## config.mk

```make
export PLATFORM = sky130hd
export DESIGN_NAME = lieat_ifu_bpuque
export DESIGN_NICKNAME = d
export VERILOG_FILES = /design/src/rtl/lieat_ifu_bpuque.sv
export SDC_FILE = /design/constraint.sdc
export NUM_CORES = 1
export LEC_CHECK = 0
export CORE_MARGIN = 2
export CORE_UTILIZATION = 40
export CTS_BUF_LIST = sky130_fd_sc_hd__clkbuf_4 sky130_fd_sc_hd__clkbuf_8 sky130_fd_sc_hd__clkbuf_16
export DETAILED_ROUTE_END_ITERATION = 12
export SETUP_SLACK_MARGIN = 0.05
export SLEW_MARGIN = 15
export SYNTH_ARGS = -nofsm -noshare
export SYNTH_HDL_FRONTEND = slang
export SYNTH_SLANG_ARGS = --single-unit
```

## constraint.sdc

```tcl
create_clock -name clk -period 2.5 [get_ports clk]
set_clock_uncertainty 0.1 [all_clocks]
set_input_delay 0.375 -clock clk [delete_from_list [all_inputs] [get_ports clk]]
set_output_delay 0.375 -clock clk [all_outputs]
set_load 0.005 [all_outputs]
```

## src/rtl/lieat_ifu_bpuque.sv

```systemverilog
// In-flight conditional-branch queue between IFU prediction and EXU resolution.
// Pops in program order, drives predictor training, and squashes younger entries on mispredict.
module lieat_ifu_bpuque #(
    parameter int unsigned DEPTH = 4,
    parameter int unsigned IDX_W = 5
) (
    input  logic                         clk,
    input  logic                         rst,
    input  logic                         prdt_valid,
    output logic                         prdt_ready,
    input  logic [IDX_W-1:0]             prdt_index,
    input  logic                         prdt_taken,
    input  logic                         rslv_valid,
    input  logic                         rslv_taken,
    input  logic                         flush,
    output logic                         callback_en,
    output logic [IDX_W-1:0]             callback_index,
    output logic                         callback_result,
    output logic                         mispredict,
    output logic                         rslv_err,
    output logic [$clog2(DEPTH+1)-1:0]   count
);

    localparam int unsigned PTR_W = $clog2(DEPTH);
    localparam int unsigned CNT_W = $clog2(DEPTH + 1);

    logic [IDX_W-1:0] idx_mem [DEPTH];
    logic [DEPTH-1:0] tkn_mem;

    logic [PTR_W-1:0] rp_q, rp_d;
    logic [PTR_W-1:0] wp_q, wp_d;
    logic [CNT_W-1:0] cnt_q, cnt_d;

    logic             cb_en_q;
    logic [IDX_W-1:0] cb_idx_q, cb_idx_d;
    logic             cb_res_q, cb_res_d;
    logic             mis_q, err_q;

    logic             push, pop, empty, mis, kill, wr_en, err;
    logic [IDX_W-1:0] head_idx;
    logic             head_tkn;

    assign prdt_ready = (cnt_q != CNT_W'(DEPTH));
    assign empty      = (cnt_q == '0);
    assign head_idx   = idx_mem[rp_q];
    assign head_tkn   = tkn_mem[rp_q];

    always_comb begin
        push     = prdt_valid & prdt_ready;
        pop      = rslv_valid & ~empty;
        err      = rslv_valid & empty;
        mis      = pop & (rslv_taken != head_tkn);
        // Mispredict or flush means every still-queued entry is wrong-path.
        kill     = mis | flush;
        wr_en    = push & ~kill;
        rp_d     = rp_q;
        wp_d     = wp_q;
        cnt_d    = cnt_q;
        cb_idx_d = cb_idx_q;
        cb_res_d = cb_res_q;

        if (pop) begin
            cb_idx_d = head_idx;
            cb_res_d = rslv_taken;
        end

        if (kill) begin
            rp_d  = '0;
            wp_d  = '0;
            cnt_d = '0;
        end else begin
            if (pop) begin
                rp_d = rp_q + PTR_W'(1);
            end
            if (push) begin
                wp_d = wp_q + PTR_W'(1);
            end
            unique case ({push, pop})
                2'b10:   cnt_d = cnt_q + CNT_W'(1);
                2'b01:   cnt_d = cnt_q - CNT_W'(1);
                default: cnt_d = cnt_q;
            endcase
        end
    end

    always_ff @(posedge clk) begin
        if (rst) begin
            rp_q     <= '0;
            wp_q     <= '0;
            cnt_q    <= '0;
            cb_en_q  <= 1'b0;
            cb_idx_q <= '0;
            cb_res_q <= 1'b0;
            mis_q    <= 1'b0;
            err_q    <= 1'b0;
        end else begin
            rp_q     <= rp_d;
            wp_q     <= wp_d;
            cnt_q    <= cnt_d;
            cb_en_q  <= pop;
            cb_idx_q <= cb_idx_d;
            cb_res_q <= cb_res_d;
            mis_q    <= mis;
            err_q    <= err;
        end
    end

    // Payload storage needs no reset: count gates every read.
    always_ff @(posedge clk) begin
        if (!rst && wr_en) begin
            idx_mem[wp_q] <= prdt_index;
            tkn_mem[wp_q] <= prdt_taken;
        end
    end

    assign callback_en     = cb_en_q;
    assign callback_index  = cb_idx_q;
    assign callback_result = cb_res_q;
    assign mispredict      = mis_q;
    assign rslv_err        = err_q;
    assign count           = cnt_q;

endmodule

```

==> results.md, run 1 <==
- Flop-to-flop setup slack: 0.27 ns
- Clock sink count: 40
- Die height: 69.2 um
- CP endpoint: count[2]
- Final setup fails: 0
- Critical path required time: 2.57 ns
- Final cell count without fillers: 215
- Post-route DRC: 0
- Routed vias: 1049
- H-tree depth: 2
- TNS Setup: 0 ns
- Vias in the first global route: 1102
- Seq/Total Area, Yosys: 61.3%
- Postcts setup bufs: 0
- Pint: 1.07 mW
- Gr usage total: 14.3%
- Diodes inserted: 0
- Clk pin slew, worst setup/hold paths: 0.08 ns
- CTS Root Buffer Type: clkbuf_8
- Final min period: 2.23 ns
- Hold Vio Cnt, Final: 0
- CTS tree: built
- Antenna-violating nets left: 0
- Synth cell types: 29
- Worst path slowest cell: or3b_4
- Layout Area Growth over Synthesis: 28.2%
- DP HPWL: 2260 um
- Crit-path max FO: 7
- # IOs: 25
- Hold Buf Count CTS: 0
- Path category of the worst min-delay check: flip-flop to flip-flop
- Peak supply drop: 0.408 mV
- Cells after Synth: 126
- DR WL/cell: 14.2 um
- FP Rows: 23
- Flip-flop and latch count after synthesis: 40
- CTS Buf Count: 5
- Post-CTS Resized: 0
- Worst reg2reg path depth: 9
- DRT Pass-1 Iters: 4
- Detailed Route WL: 3050 um
- Avg Cell Area, Syn: 13.5 um2
- Clock latency on the worst-skew pair: 0.29 ns
- Synthesized Nets: 144
- Fmax: 449 MHz
- Initial antenna violation count: 0
- RSZ-0062 raised after global routing: no
- Final #Nets: 182
- Comb power frac: 8.2%
- Final Cycle Share: 89.0%
- CP Cell Sequence: or3b_4 -> nand2_4 -> ha_1 -> inv_1 -> fa_1 -> xor2_1 -> nor2_1 -> xnor2_1 -> nor3_1
- Leak: 0.756 nW
- Critical Path Start: count[0]
- Die area: 0.00479 mm2
- Number of port buffers: 24
- Clk pwr share: 39.4%
- First-pass GRT wire length: 5310 um
- Sequential group share of total power: 52.4%
- Switch share: 21.8%
- Reg-to-Reg Start: count[0]
- Core Region: 0.00406 mm2
- RR Endpoint: count[2]
- Deepest clock path buffer count: 2
- Switching power: 297 uW
- Gr ovfl total: 0
- Die Wd: 69.2 um
- Initial core utilization: 41.9%
- Pwr Density: 628 mW/mm2
- Share of layout cells above drive strength 1: 17.0%
- Slowest cell delay on critical path: 0.41 ns
- Setup crit start kind: flip-flop
- Via density: 4.88
- Crit end category: flip-flop
- Final Max Tran Viols: 0
- Post-Place Cells: 207
- Post-Syn Area: 0.00170 mm2
- Initial DRC Count: 87
- GP Congestion: 0.768
- Least-Margin Pin Slew: 0.404 ns
- Max transition margin: 73.0%
- WP data arrival: 2.29 ns
- Largest net degree at the start of global routing: 15
- Ys Warns: 0
- Outcome: completed
- CP Class: flip-flop to flip-flop
- MaxCap Viol Count: 0
[synthesized netlist by cell type (all sizes together)]
cell type,instances,area (um2)
clkbuf,2,7.51
a22oi,1,7.51
nor2b,1,6.26
o31ai,1,21.3
inv,10,37.5
or2,1,6.26
edfxtp,24,721
mux4,5,131
o21ai,1,5.00
dfxtp,16,320
mux2i,4,43.8
xnor2,2,17.5
ha,5,62.6
xor2,3,26.3
mux2,1,11.3
nor4,6,37.5
a21oi,8,40.0
fa,1,20.0
nand2,16,67.6
buf,3,21.3
or3b,1,11.3
nor3,6,41.3
nand2b,2,12.5
nor2,6,22.5
[placed cells by master, fill, tap and decap left out, drive strengths merged]
master         netlist  routed
edfxtp              24      24
clkdlybuf4s50        0      24
dfxtp               16      16
nand2               16      16
buf                  3      12
inv                 10      11
a21oi                8       8
nor2                 6       6
nor4                 6       6
nor3                 6       6
mux4                 5       5
ha                   5       5
clkbuf               2       5
mux2i                4       4
xor2                 3       3
nand2b               2       2
xnor2                2       2
o31ai                1       1
or3b                 1       1
nor2b                1       1
mux2                 1       1
or2                  1       1
o21ai                1       1
a22oi                1       1
fa                   1       1
clkinvlp             0       1
bufinv               0       1
[sequential cells by signal, summed over array words and instances (netlist names), 2 cells and up]
| register | count |
|---|---|
| idx_mem | 20 |
| callback_index | 5 |
| tkn_mem | 4 |
| count | 3 |
| rp_q | 2 |
| wp_q | 2 |
[stage by stage]
| step | instance area [um2] | total power [mW] | hold WS [ns] | setup slack [ns] | utilization (%) |
|---|---|---|---|---|---|
| 3_5_place_dp | 2060 | 0.845 | 0.349 | 0.0903 | 50.8 |
| 6_report | 2180 | 1.37 | 0.356 | 0.275 | 53.7 |
| 4_1_cts | 2180 | 1.38 | 0.361 | 0.264 | 53.7 |
| 2_1_floorplan | 1700 | 0.785 | 0.353 | 0.208 | - |
| 3_3_place_gp | 2060 | 0.843 | 0.343 | 0.142 | 50.8 |
| 5_1_grt | 2180 | 1.43 | 0.388 | 0.138 | 53.7 |
[how the worst min path moves through the flow]
| stage | slack [ns] | to | depth (start not counted) | start |
|---|---|---|---|---|
| final | 0.36 | callback_index[1] | 2 | callback_index[1] |
| after global routing | 0.39 | callback_index[1] | 2 | callback_index[1] |
| after CTS | 0.36 | callback_index[1] | 2 | callback_index[1] |
| after detailed placement | 0.35 | callback_index[1] | 2 | callback_index[1] |
| after global placement | 0.34 | callback_index[1] | 2 | callback_index[1] |
| after floorplan | 0.35 | callback_index[0] | 2 | callback_index[0] |
[cell type report]
class / count / area, um2
repair buffers: 36 / 330
clock buffers: 5 / 68.8
multi-input cells: 71 / 592
clock inverters: 3 / 46.3
flip-flops and latches: 40 / 1040
fillers: 341 / 1880
well taps: 50 / 62.6
inverters: 10 / 37.5
[per-layer routing]
layer	track usage, %	share of wire (%)	vias up
li1	-	-	524
met1	18.8	48	495
met2	21.7	47	24
met3	3.92	3.8	6
met4	7.19	1.9	0
met5	0	0	-
[power by group through the flow]
| stage | Sequential [mW] | Clock [mW] | Combinational (mW) |
|---|---|---|---|
| 2_1_floorplan | 0.734 | 0 | 0.0511 |
| 3_3_place_gp | 0.732 | 0 | 0.111 |
| 3_5_place_dp | 0.732 | 0 | 0.112 |
| 4_1_cts | 0.717 | 0.548 | 0.113 |
| 5_1_grt | 0.719 | 0.585 | 0.125 |
| 6_report | 0.717 | 0.539 | 0.111 |
[critical path, delay by kind of cell, from the launching register on]
family / cells / cell delay (ns)
flip-flops: 1 / 0.32
XOR/XNOR: 2 / 0.31
AND/OR/NAND/NOR: 4 / 0.73
buffers and inverters: 1 / 0.07
adder cells (fa/ha/maj): 2 / 0.58
[cells by family (layout without fill, tap and decap cells)]
family | after synthesis | in the layout | share of synthesized area, %
flops | 40 | 40 | 61.3
simple gates | 39 | 39 | 12.1
buf+inv | 15 | 54 | 3.90
compound gates | 11 | 11 | 4.34
mux | 10 | 10 | 11.0
fa+ha+maj | 6 | 6 | 4.86
xor+xnor | 5 | 5 | 2.58
Note: power is estimated with default switching activity, not from simulation.
==> run 2: changes to the inputs <==
Clock period 2.5 ns to 2.8 ns, I/O delays scaled along.
==> results.md, run 2 (synthesis gave the netlist of run 1 again) <==
- GP Congestion: 0.731
- Switching power: 243 uW
- Core Region: 0.00406 mm2
- RSZ-0062 raised after global routing: no
- Finished Cell Area: 0.00214 mm2
- Worst Hold Depth: 2
- Pwr Density: 603 mW/mm2
- Outcome: completed
- Final min period: 2.33 ns
- Hold EP: callback_index[4]
- Final cell count without fillers: 207
- Die Wd: 69.2 um
- Initial antenna violation count: 0
- Deepest clock path buffer count: 2
- H-tree depth: 2
- Layout Area Growth over Synthesis: 25.9%
- Sequential group share of total power: 49.9%
- Clk pwr share: 43.3%
- Critical path required time: 2.87 ns
- Min-delay src: callback_index[4]
- Post-Place Cells: 199
- Register with the most flip-flops: idx_mem
- Hold Vio Cnt, Final: 0
- Max transition margin: 62.7%
- Number of port buffers: 24
- Path category of the worst min-delay check: flip-flop to flip-flop
- Least-Margin Pin Slew: 0.560 ns
- Peak supply drop: 0.323 mV
- Leak: 0.728 nW
- Routed vias: 1043
- Final Max Tran Viols: 0
- Fill cells: 339
- MaxCap Viol Count: 0
- Switch share: 18.8%
- Gr usage total: 13.4%
- Gr ovfl total: 0
- DR WL/cell: 14.0 um
- Final setup fails: 0
- Share of layout cells above drive strength 1: 12.7%
- Largest net degree at the start of global routing: 14
- Comb power frac: 6.9%
- First-pass GRT wire length: 4840 um
- Postcts setup bufs: 0
- Crit-path max FO: 7
- Worst reg2reg path depth: 9
- Most frequent cells in the layout: edfxtp_1, clkdlybuf4s50_1, dfxtp_1
- Clock latency on the worst-skew pair: 0.29 ns
- Post-CTS Resized: 0
- DRT Pass-1 Iters: 4
- Antenna-violating nets left: 0
- CTS tree: built
- Pint: 1.05 mW
- Flop-to-flop setup slack: 0.47 ns
- Detailed Route WL: 2910 um
- Initial core utilization: 41.9%
- Initial DRC Count: 48
- Via density: 5.04
- WP data arrival: 2.39 ns
- Reg-to-Reg Start: count[2]
- CP Class: flip-flop to flip-flop
- Placed cell area: 0.00200 mm2
- Fmax: 429 MHz
- Max reg flops: 20
- Final Cycle Share: 83.2%
- FP Rows: 23
- Vias in the first global route: 1025
- RR Endpoint: count[2]
- Final #Nets: 174
- Diodes inserted: 0
- CTS Root Buffer Type: clkbuf_8
- DP HPWL: 2000 um
- # IOs: 25
- Die area: 0.00479 mm2
- Setup crit start kind: flip-flop
- Clk pin slew, worst setup/hold paths: 0.07 ns
- Clock sink count: 40
- Hold Buf Count CTS: 0
- Die height: 69.2 um
- Crit end category: flip-flop
- TNS Setup: 0 ns
- Post-route DRC: 0
- CTS Buf Count: 5
## run 2: cell types whose count changed in the layout (fill, tap and decap cells not counted), sizes merged
cell / previous run / this run
buf: 12 / 4
bufinv: 1 / 2
clkbuf: 5 / 6
clkinvlp: 1 / 0
inv: 11 / 10
## run 2: final cells by class
class / count / area [um2] / area share [%]
Timing Repair Buffer: 28 / 270 / 12.6
Multi-Input combinational cell: 71 / 592 / 27.7
Tap cell: 50 / 62.6 / 2.92
Clock buffer: 6 / 76.3 / 3.57
Inverter: 10 / 37.5 / 1.75
Sequential cell: 40 / 1040 / 48.7
Clock inverter: 2 / 60.1 / 2.81
## run 2: how the worst max path moves through the flow
stage               start            end  slack [ns]  depth (start not counted)
2_1_floorplan     rp_q[1]  idx_mem[0][0]        0.51                          5
3_3_place_gp   rslv_valid       count[2]        0.25                         10
3_5_place_dp   rslv_valid       count[2]        0.20                         10
4_1_cts           rp_q[1]  idx_mem[0][4]        0.43                          5
5_1_grt          count[2]       count[2]        0.33                          9
6_report         count[2]       count[2]        0.47                          9
## run 2: worst max-delay path, cell delays in order, from the launching register on
cell and delay, ns:
dfxtp_1 0.47, or3b_4 0.44, nand2_4 0.13, ha_1 0.19, inv_1 0.06, fa_1 0.37, xor2_1 0.15, nor2_1 0.11
xnor2_1 0.13, nor3_1 0.06
## run 2: routing by layer
layer / up-vias / part of all wire, % / wire, um / track usage, %
met4: 0 / 2.4 / 71 / 6.32
met2: 25 / 47 / 1370 / 20.1
li1: 514 / - / - / -
met5: - / 0 / 0 / 0
met3: 8 / 4.6 / 133 / 5.67
met1: 496 / 46 / 1330 / 16.8
## run 2: power groups by stage
stage               Combinational, mW  Clock (mW)  Sequential, mW
finish                         0.0888       0.558           0.643
global route                   0.0979       0.599           0.645
CTS                            0.0894       0.574           0.643
detailed placement             0.0887           0           0.657
global placement               0.0870           0           0.656
floorplan                      0.0456           0           0.656
## run 2: stage by stage
stage / power (mW) / hold WS (ns) / setup WS (ns) / util, %
2_1_floorplan: 0.701 / 0.353 / 0.508 / -
3_3_place_gp: 0.743 / 0.343 / 0.253 / 49.4
3_5_place_dp: 0.745 / 0.349 / 0.196 / 49.4
4_1_cts: 1.31 / 0.360 / 0.434 / 52.7
5_1_grt: 1.34 / 0.382 / 0.333 / 52.7
6_report: 1.29 / 0.355 / 0.471 / 52.7
